==> src/rtl/interrupt_scheduler.sv <==
// ---------------------------------------------------------------------------
// interrupt_scheduler
//
// Picks the highest-priority RISC-V interrupt source allowed by the current
// privilege, the enables and the delegation state. The source must stay
// qualified for a hold-off period before it is raised to global control.
// While the request is raised, the chosen cause and target mode are held
// stable. The block also produces the WFI wake event.
//
// Ports:
//   clk, rst          clock; synchronous active-high reset
//   mip, mie          raw pending / enable bits (1,3,5,7,9,11 used)
//   mideleg           delegation of a source to S-mode
//   privilege         current mode (0=U, 1=S, 3=M)
//   mstatus_mie/sie   M / S global interrupt enables
//   interrupt_taken   global control accepted the presented interrupt
//   wfi_active        a WFI is stalling the core
//   interrupt_pending request to global control (high while PRESENT)
//   interrupt_cause   latched exception code of the presented interrupt
//   interrupt_to_s    latched target is S-mode
//   wfi_wake          registered wake event for WFI
//   state_dbg         current FSM state (0=IDLE 1=HOLDOFF 2=PRESENT 3=COOLDOWN)
//   holdoff_cnt_dbg   current hold-off counter
//
// Handshake: interrupt_pending acts as "valid" and interrupt_taken acts as
// "ready". A transfer happens on a clock edge where both are high. The
// request then drops for at least one COOLDOWN cycle. interrupt_taken has no
// effect while interrupt_pending is low. The request may also be withdrawn
// without a transfer if its latched cause stops qualifying.
// ---------------------------------------------------------------------------
module interrupt_scheduler #(
    parameter int INCLUDE_S_MODE = 1,
    parameter int HOLDOFF_CYCLES = 2
) (
    input  logic        clk,
    input  logic        rst,
    input  logic [11:0] mip,
    input  logic [11:0] mie,
    input  logic [11:0] mideleg,
    input  logic [1:0]  privilege,
    input  logic        mstatus_mie,
    input  logic        mstatus_sie,
    input  logic        interrupt_taken,
    input  logic        wfi_active,
    output logic        interrupt_pending,
    output logic [3:0]  interrupt_cause,
    output logic        interrupt_to_s,
    output logic        wfi_wake,
    output logic [1:0]  state_dbg,
    output logic [3:0]  holdoff_cnt_dbg
);

    typedef enum logic [1:0] {
        IDLE     = 2'd0,
        HOLDOFF  = 2'd1,
        PRESENT  = 2'd2,
        COOLDOWN = 2'd3
    } state_t;

    localparam logic [11:0] SRC_MASK  = 12'hAAA;  // bits 1,3,5,7,9,11
    localparam logic [11:0] S_MASK    = 12'h222;  // bits 1,5,9
    localparam logic [11:0] USED_MASK = (INCLUDE_S_MODE != 0) ? SRC_MASK
                                                              : (SRC_MASK & ~S_MASK);
    localparam logic [3:0]  HOLDOFF_LAST = (HOLDOFF_CYCLES == 0) ? 4'd0
                                                                 : 4'(HOLDOFF_CYCLES - 1);

    state_t      state, state_next;
    logic [3:0]  cnt, cnt_next;
    logic [11:0] active, deleg, qual;
    logic [15:0] qual16, deleg16;
    logic        m_ok, s_ok, any_q, cause_still_q;
    logic [3:0]  best_code;
    logic        best_to_s;

    // Qualification of each source against its target mode.
    always_comb begin
        active  = mip & mie & USED_MASK;
        deleg   = (INCLUDE_S_MODE != 0) ? mideleg : 12'd0;
        m_ok    = (privilege != 2'd3) || mstatus_mie;
        s_ok    = (privilege == 2'd0) || ((privilege == 2'd1) && mstatus_sie);
        qual    = active & ((deleg & {12{s_ok}}) | (~deleg & {12{m_ok}}));
        any_q   = |qual;
        // The vectors are padded to 16 bits so that any 4-bit code indexes in range.
        qual16  = {4'd0, qual};
        deleg16 = {4'd0, deleg};
        cause_still_q = qual16[interrupt_cause];
    end

    // Fixed priority: MEI, MSI, MTI, SEI, SSI, STI.
    always_comb begin
        best_code = 4'd0;
        if      (qual[11]) best_code = 4'd11;
        else if (qual[3])  best_code = 4'd3;
        else if (qual[7])  best_code = 4'd7;
        else if (qual[9])  best_code = 4'd9;
        else if (qual[1])  best_code = 4'd1;
        else if (qual[5])  best_code = 4'd5;
        best_to_s = deleg16[best_code];
    end

    // State register, hold-off counter, cause latch and wake event.
    always_ff @(posedge clk) begin
        if (rst) begin
            state           <= IDLE;
            cnt             <= 4'd0;
            interrupt_cause <= 4'd0;
            interrupt_to_s  <= 1'b0;
            wfi_wake        <= 1'b0;
        end else begin
            state <= state_next;
            cnt   <= cnt_next;
            // Cause and target are frozen for the whole PRESENT stay.
            if ((state != PRESENT) && (state_next == PRESENT)) begin
                interrupt_cause <= best_code;
                interrupt_to_s  <= best_to_s;
            end
            // WFI wakes on any locally enabled pending source. Global enables,
            // privilege and delegation do not affect it.
            wfi_wake <= wfi_active & (|(mip & mie & SRC_MASK));
        end
    end

    // Next-state logic.
    always_comb begin
        state_next = state;
        cnt_next   = 4'd0;
        case (state)
            IDLE: begin
                if (any_q) begin
                    state_next = (HOLDOFF_CYCLES == 0) ? PRESENT : HOLDOFF;
                end
            end
            HOLDOFF: begin
                if (!any_q) begin
                    state_next = IDLE;
                end else if (cnt == HOLDOFF_LAST) begin
                    state_next = PRESENT;
                end else begin
                    cnt_next = cnt + 4'd1;
                end
            end
            PRESENT: begin
                // If taken and withdrawal happen in the same cycle, taken wins.
                if (interrupt_taken) begin
                    state_next = COOLDOWN;
                end else if (!cause_still_q) begin
                    state_next = IDLE;
                end
            end
            COOLDOWN: begin
                state_next = IDLE;
            end
            default: begin
                state_next = IDLE;
            end
        endcase
    end

    // Outputs decoded from the registered state.
    always_comb begin
        interrupt_pending = (state == PRESENT);
        state_dbg         = state;
        holdoff_cnt_dbg   = cnt;
    end

endmodule

==> config.mk <==
export PLATFORM = sky130hd
export DESIGN_NAME = interrupt_scheduler
export DESIGN_NICKNAME = d
export VERILOG_FILES = /design/src/rtl/interrupt_scheduler.sv
export SDC_FILE = /design/constraint.sdc
export NUM_CORES = 1
export LEC_CHECK = 0
export BUFFER_PORTS_ARGS = -buffer_cell sky130_fd_sc_hd__buf_2
export CORE_UTILIZATION = 47
export DETAILED_ROUTE_END_ITERATION = 6
export GPL_ROUTABILITY_DRIVEN = 0
export HOLD_SLACK_MARGIN = 0.06
export MAX_ROUTING_LAYER = met4
export PLACE_DENSITY = 0.84
export RECOVER_POWER = 25
export SLEW_MARGIN = 20
export SYNTH_ARGS = -nofsm -noshare
export SYNTH_HDL_FRONTEND = slang
export SYNTH_SLANG_ARGS = --single-unit
==> constraint.sdc <==
create_clock -name clk -period 4.9 [get_ports clk]
set_input_delay 0.98 -clock clk [delete_from_list [all_inputs] [get_ports clk]]
set_output_delay 0.98 -clock clk [all_outputs]
set_load 0.02 [all_outputs]
# ---- Yosys cells after proc, flatten, opt, wreduce, memory -nomap -nowiden
# Index checks and enable logic that the tools add are counted.
dict set report word_totals {
  reg_bits 12
  latchBits 0
  ramBits 0
  mem_bits_ro 0
  in_bits 44
  output_inout_bits 13
  word_cells 50
  mem_count 0
}
dict set report op_classes {
  addsub 1
  mul 0
  div_mod_pow 0
  order_cmp 2
  eq_ne 8
  shift 0
  n_mux 16
  bitwise_logic 9
  reduce_logical 9
}
# operator n
set op_table {}
lappend op_table {{$and 12x12->12} 4}
lappend op_table {{$mux 4} 4}
lappend op_table {{$not 12->12} 1}
lappend op_table {{$or 12x12->12} 1}
lappend op_table {{$reduce_or 12->1} 1}
lappend op_table {{$lt 4x5->1 const B} 2}
lappend op_table {{$mux 2} 5}
lappend op_table {{$bmux 1 s4} 2}
lappend op_table {{$pmux 2 s4} 1}
lappend op_table {{$eq 2x2->1 const B} 3}
lappend op_table {{$mux 3} 2}
lappend op_table {{$reduce_or 6->1} 1}
lappend op_table {{$add 4x1->4 const B} 1}
lappend op_table {{$eq 2x1->1 const B} 2}
lappend op_table {{$eq 4x1->1 const B} 1}
lappend op_table {{$logic_not 2->1} 2}
lappend op_table {{$ne 2x2->1 const B} 2}
lappend op_table {{$reduce_or 4->1} 1}
lappend op_table {{$logic_and 1x1->1} 2}
lappend op_table {{$logic_or 1x1->1} 2}
lappend op_table {{$mux 1} 2}
lappend op_table {{$not 1->1} 2}
lappend op_table {{$and 1x1->1} 1}

# ---- Logic depth before layout (Yosys ltp)
dict set report depth {
  depth_word 14
  ltp_mapped 8
}

# ---- Worst setup path before layout
# No wires, ideal clock.
dict set report synth_timing {
  path_type {input to register}
  from {input privilege[1]}
  to {register state[1], in the netlist state_dbg[1]}
  setup_time_ns 0.134
  arrival_time_ns 2.307
  slack_ns 2.459
  cell_stages 8
  cell_sequence {buf_6 nor2b_4 buf_6 o21ai_2 and2_0 mux4_2 a221oi_2 o41ai_2}
}
dict set report synth_between {
  elab_chain_cells 11
  elab_cells_between_ends 18
  cone_classes {2 x eq/ne; 7 x mux; 4 x bitwise; 5 x reduce/logical}
}
# item line
set synth_lines {}
lappend synth_lines {{from (decl)} 40} ;# input logic [1:0] privilege,
lappend synth_lines {{$eq 2x1->1} 80} ;# s_ok = (privilege == 2'd0) || ((privilege == 2'd1) && mstatus_sie);
lappend synth_lines {{$logic_and 1x1->1} 80}
lappend synth_lines {{$logic_or 1x1->1} 80}
lappend synth_lines {{$and 12x12->12} 81} ;# qual = active & ((deleg & {12{s_ok}}) | (~deleg & {12{m_ok}}));
lappend synth_lines {{$or 12x12->12 (*)} 81}
lappend synth_lines {{$and 12x12->12 (*)} 81}
lappend synth_lines {{$bmux 1 s4} 86} ;# cause_still_q = qual16[interrupt_cause];
lappend synth_lines {{$mux 1 (implied by the code)} 86}
lappend synth_lines {{$mux 2} 146} ;# end else if (!cause_still_q) begin
lappend synth_lines {{$mux 2} 144} ;# if (interrupt_taken) begin
lappend synth_lines {{$pmux 2 s4 (*)} 127} ;# case (state)
lappend synth_lines {{to (signal assigned)} 110} ;# state <= state_next;
lappend synth_lines {{to (decl)} 67} ;# state_t state, state_next;
# Every way passes the cells marked *; elsewhere a longest branch is shown, timed or not. The select of a mux whose other input is x is not followed.
# A chain may end at the register's enable or synchronous reset.

# ---- Worst setup path after layout
# Ends and elaborated chain as after synthesis.

==> impl_metrics.json <==
{
  "path_depth": 7,
  "regToRegSetupSlack_ns": 2.94,
  "reg2reg_depth": 6,
  "cp.arrival_ns": 2.60,
  "synth_flop_cell": "dfxtp_1",
  "die_width_um": 48.7,
  "placed_area_um2": 1230,
  "cts-root-buf": "clkbuf_4",
  "max_slew_margin_pct": 61.7,
  "slowest_delay_ns": 0.48,
  "period_needed_ns": 2.45,
  "fin_skew_ns": 0.00326,
  "ys_top_cells_by_area": "dfxtp_1, nand2_1, nand3_1",
  "cts.sinks": 12,
  "final_cell_mix": "buf_2, nand2_1, nor2_1",
  "post_cts.repair.setup_buffers": 0,
  "ys_seq_area_share_pct": 23.4,
  "rows": 16,
  "reg2reg_to": "interrupt_to_s",
  "antenna_found_initial": 0,
  "cp_cell_sequence": "buf_2 > nor2b_4 > o21ai_2 > and2_0 > mux4_2 > a221oi_2 > o41ai_2",
  "rsz0062_at_grt": "no",
  "routed_wl_um": 2710,
  "cts_hold_buf": 0,
  "clock_path_buffers": 2,
  "drive_gt1_share_pct": 28.4,
  "critPathBufInv": 1,
  "cp_max_fo": 9,
  "max_freq_ghz": 0.408,
  "dieArea_um2": 2370,
  "pin_count": 57,
  "ant_nets": 0,
  "nNetsFinal": 217,
  "first_global_vias": 1055,
  "cp_top_family": "compound AO/OA/AOI/OAI gates",
  "maxSlewViolCount": 0,
  "clkTransAtPathRegs_ns": 0.07,
  "syn_nets": 176,
  "reg2reg_from": "holdoff_cnt_dbg[0]",
  "grt_usage_pct": 25.1,
  "endpoint": "state_dbg[1]",
  "numCtsBuffers": 3,
  "status": "complete, no violations",
  "final_common_cell": "buf_2",
  "power_density_nw_per_um2": 190,
  "hold_slack_ns": 0.511,
  "setup_viol": 0,
  "required_ns": 5.05,
  "crit_slowest_cell": "mux4_2",
  "first_pass_iters": 5,
  "drc": 0,
  "synth_cell_types": 47,
  "synth_edf_count": 0,
  "startpoint": "privilege[1]",
  "max_cap_viol_count": 0,
  "async_flop_share_pct": 0,
  "start_util_pct": 51.2,
  "timing_worst_slew_pin_value_ns": 0.573,
  "antenna_cells": 0,
  "overflow": 0,
  "finalSetupTns_ns": 0,
  "cts_tree": "yes",
  "syn_avg_cell_area_um2": 7.89,
  "fin_crit_sh_pct": 50.0,
  "ir_worst_vdd_mv": 0.175,
  "synth_top_cell_area_share_pct": 23.4,
  "p_leak_uw": 0.000558,
  "synth_cells": 130,
  "finalInstanceArea_um2": 1240,
  "total_power_uw": 236,
  "core_region_area_um2": 2000,
  "chipHeight_um": 48.7,
  "hold_viol_final": 0,
  "syn-cell-area_um2": 1030,
  "place_ws_ns": 2.19,
  "num_vias": 1155,
  "hpwl_um": 2180,
  "yosysWarnings": 0,
  "fin_ws_ns": 2.45,
  "area_delta_synth_final_pct": 21.2,
  "yosysTopAreaCell": "dfxtp_1",
  "clock_latency_ns": 0.26,
  "via_per_inst": 5.89,
  "synth_seq_cells": 12,
  "ctsResizeCount": 0,
  "post_drt_wl_per_cell_um": 13.8,
  "grt_pass1_wl_um": 4550,
  "grt_max_degree": 12,
  "whs_path_depth": 2,
  "hold_class": "reg2reg",
  "first_iter_violations": 80,
  "htreeDepth": 1,
  "nFillCells": 198,
  "cp-end-kind": "flop",
  "path_class": "in2reg",
  "startpoint_type": "input pin",
  "portBuffers": 40
}
==> sequential cells by signal, indices dropped and copies added, names as in the netlist <==
register and count:
holdoff_cnt_dbg 4, interrupt_cause 4, state_dbg 2, wfi_wake 1, interrupt_to_s 1
==> worst min-delay path, stage by stage, from the launching register on <==
cell     delay (ns)
dfxtp_1        0.33
nor2_1         0.10
nor2_1         0.04
==> metal layers <==
layer	global-route usage, %	wire, um	part of all wire, %	up-vias
met5	-	0	0	-
met4	7.35	22	0.81	0
met3	5.35	184	6.8	4
met2	42.6	1390	51	55
met1	29.5	1110	41	529
li1	-	-	-	567
==> metrics by stage <==
step,utilization [%],std cells
after global placement,61.4,193
after global routing,62.1,196
after detailed placement,61.4,193
after CTS,62.5,196
after floorplan,-,130
final,62.1,196
==> cell usage after synthesis, types with 2 or more instances <==
master / instances
nor2_1: 14
nor3_1: 3
nand4b_1: 2
nand3b_1: 5
nand2_1: 15
nor3b_1: 2
o21ai_2: 2
buf_6: 2
a22oi_1: 2
nand3_1: 11
nor2b_1: 5
o21ai_0: 4
inv_1: 4
mux2i_1: 2
ha_1: 2
nand2b_1: 2
a21oi_1: 6
dfxtp_1: 12
a21o_1: 5
a211oi_1: 2
a221oi_2: 2
==> where the power goes <==
group	leakage (uW)	internal, uW	total (uW)	switching [uW]
registers	0.0000973	100	104	3.60
clock network	0.0000138	28.4	56.8	28.4
logic	0.000447	30.5	75.5	45.1
total	0.000558	159	236	77.1
==> cells by family after synthesis <==
family | count (synthesis) | share of synthesized area (%)
fa+ha+maj | 2 | 2.44
xor+xnor | 2 | 1.71
compound gates | 38 | 30.9
mux | 3 | 4.15
buf+inv | 9 | 4.88
flops | 12 | 23.4
simple gates | 64 | 32.6
==> cell type report <==
class | count | area [um2] | share of cell area, %
multi-input combinational | 109 | 736 | 59.2
inverter | 5 | 18.8 | 1.51
sequential | 12 | 240 | 19.3
clock buffer | 3 | 22.5 | 1.81
tap | 27 | 33.8 | 2.72
timing repair buffer | 40 | 193 | 15.5
==> worst min-delay path by stage <==
stage                             from            endpoint
CTS                 interrupt_cause[0]  interrupt_cause[0]
detailed placement  interrupt_cause[0]  interrupt_cause[0]
finish              interrupt_cause[0]  interrupt_cause[0]
global route        interrupt_cause[0]  interrupt_cause[0]
global placement    interrupt_cause[2]  interrupt_cause[2]
floorplan           interrupt_cause[2]  interrupt_cause[2]
(Power assumes the default switching activity.)
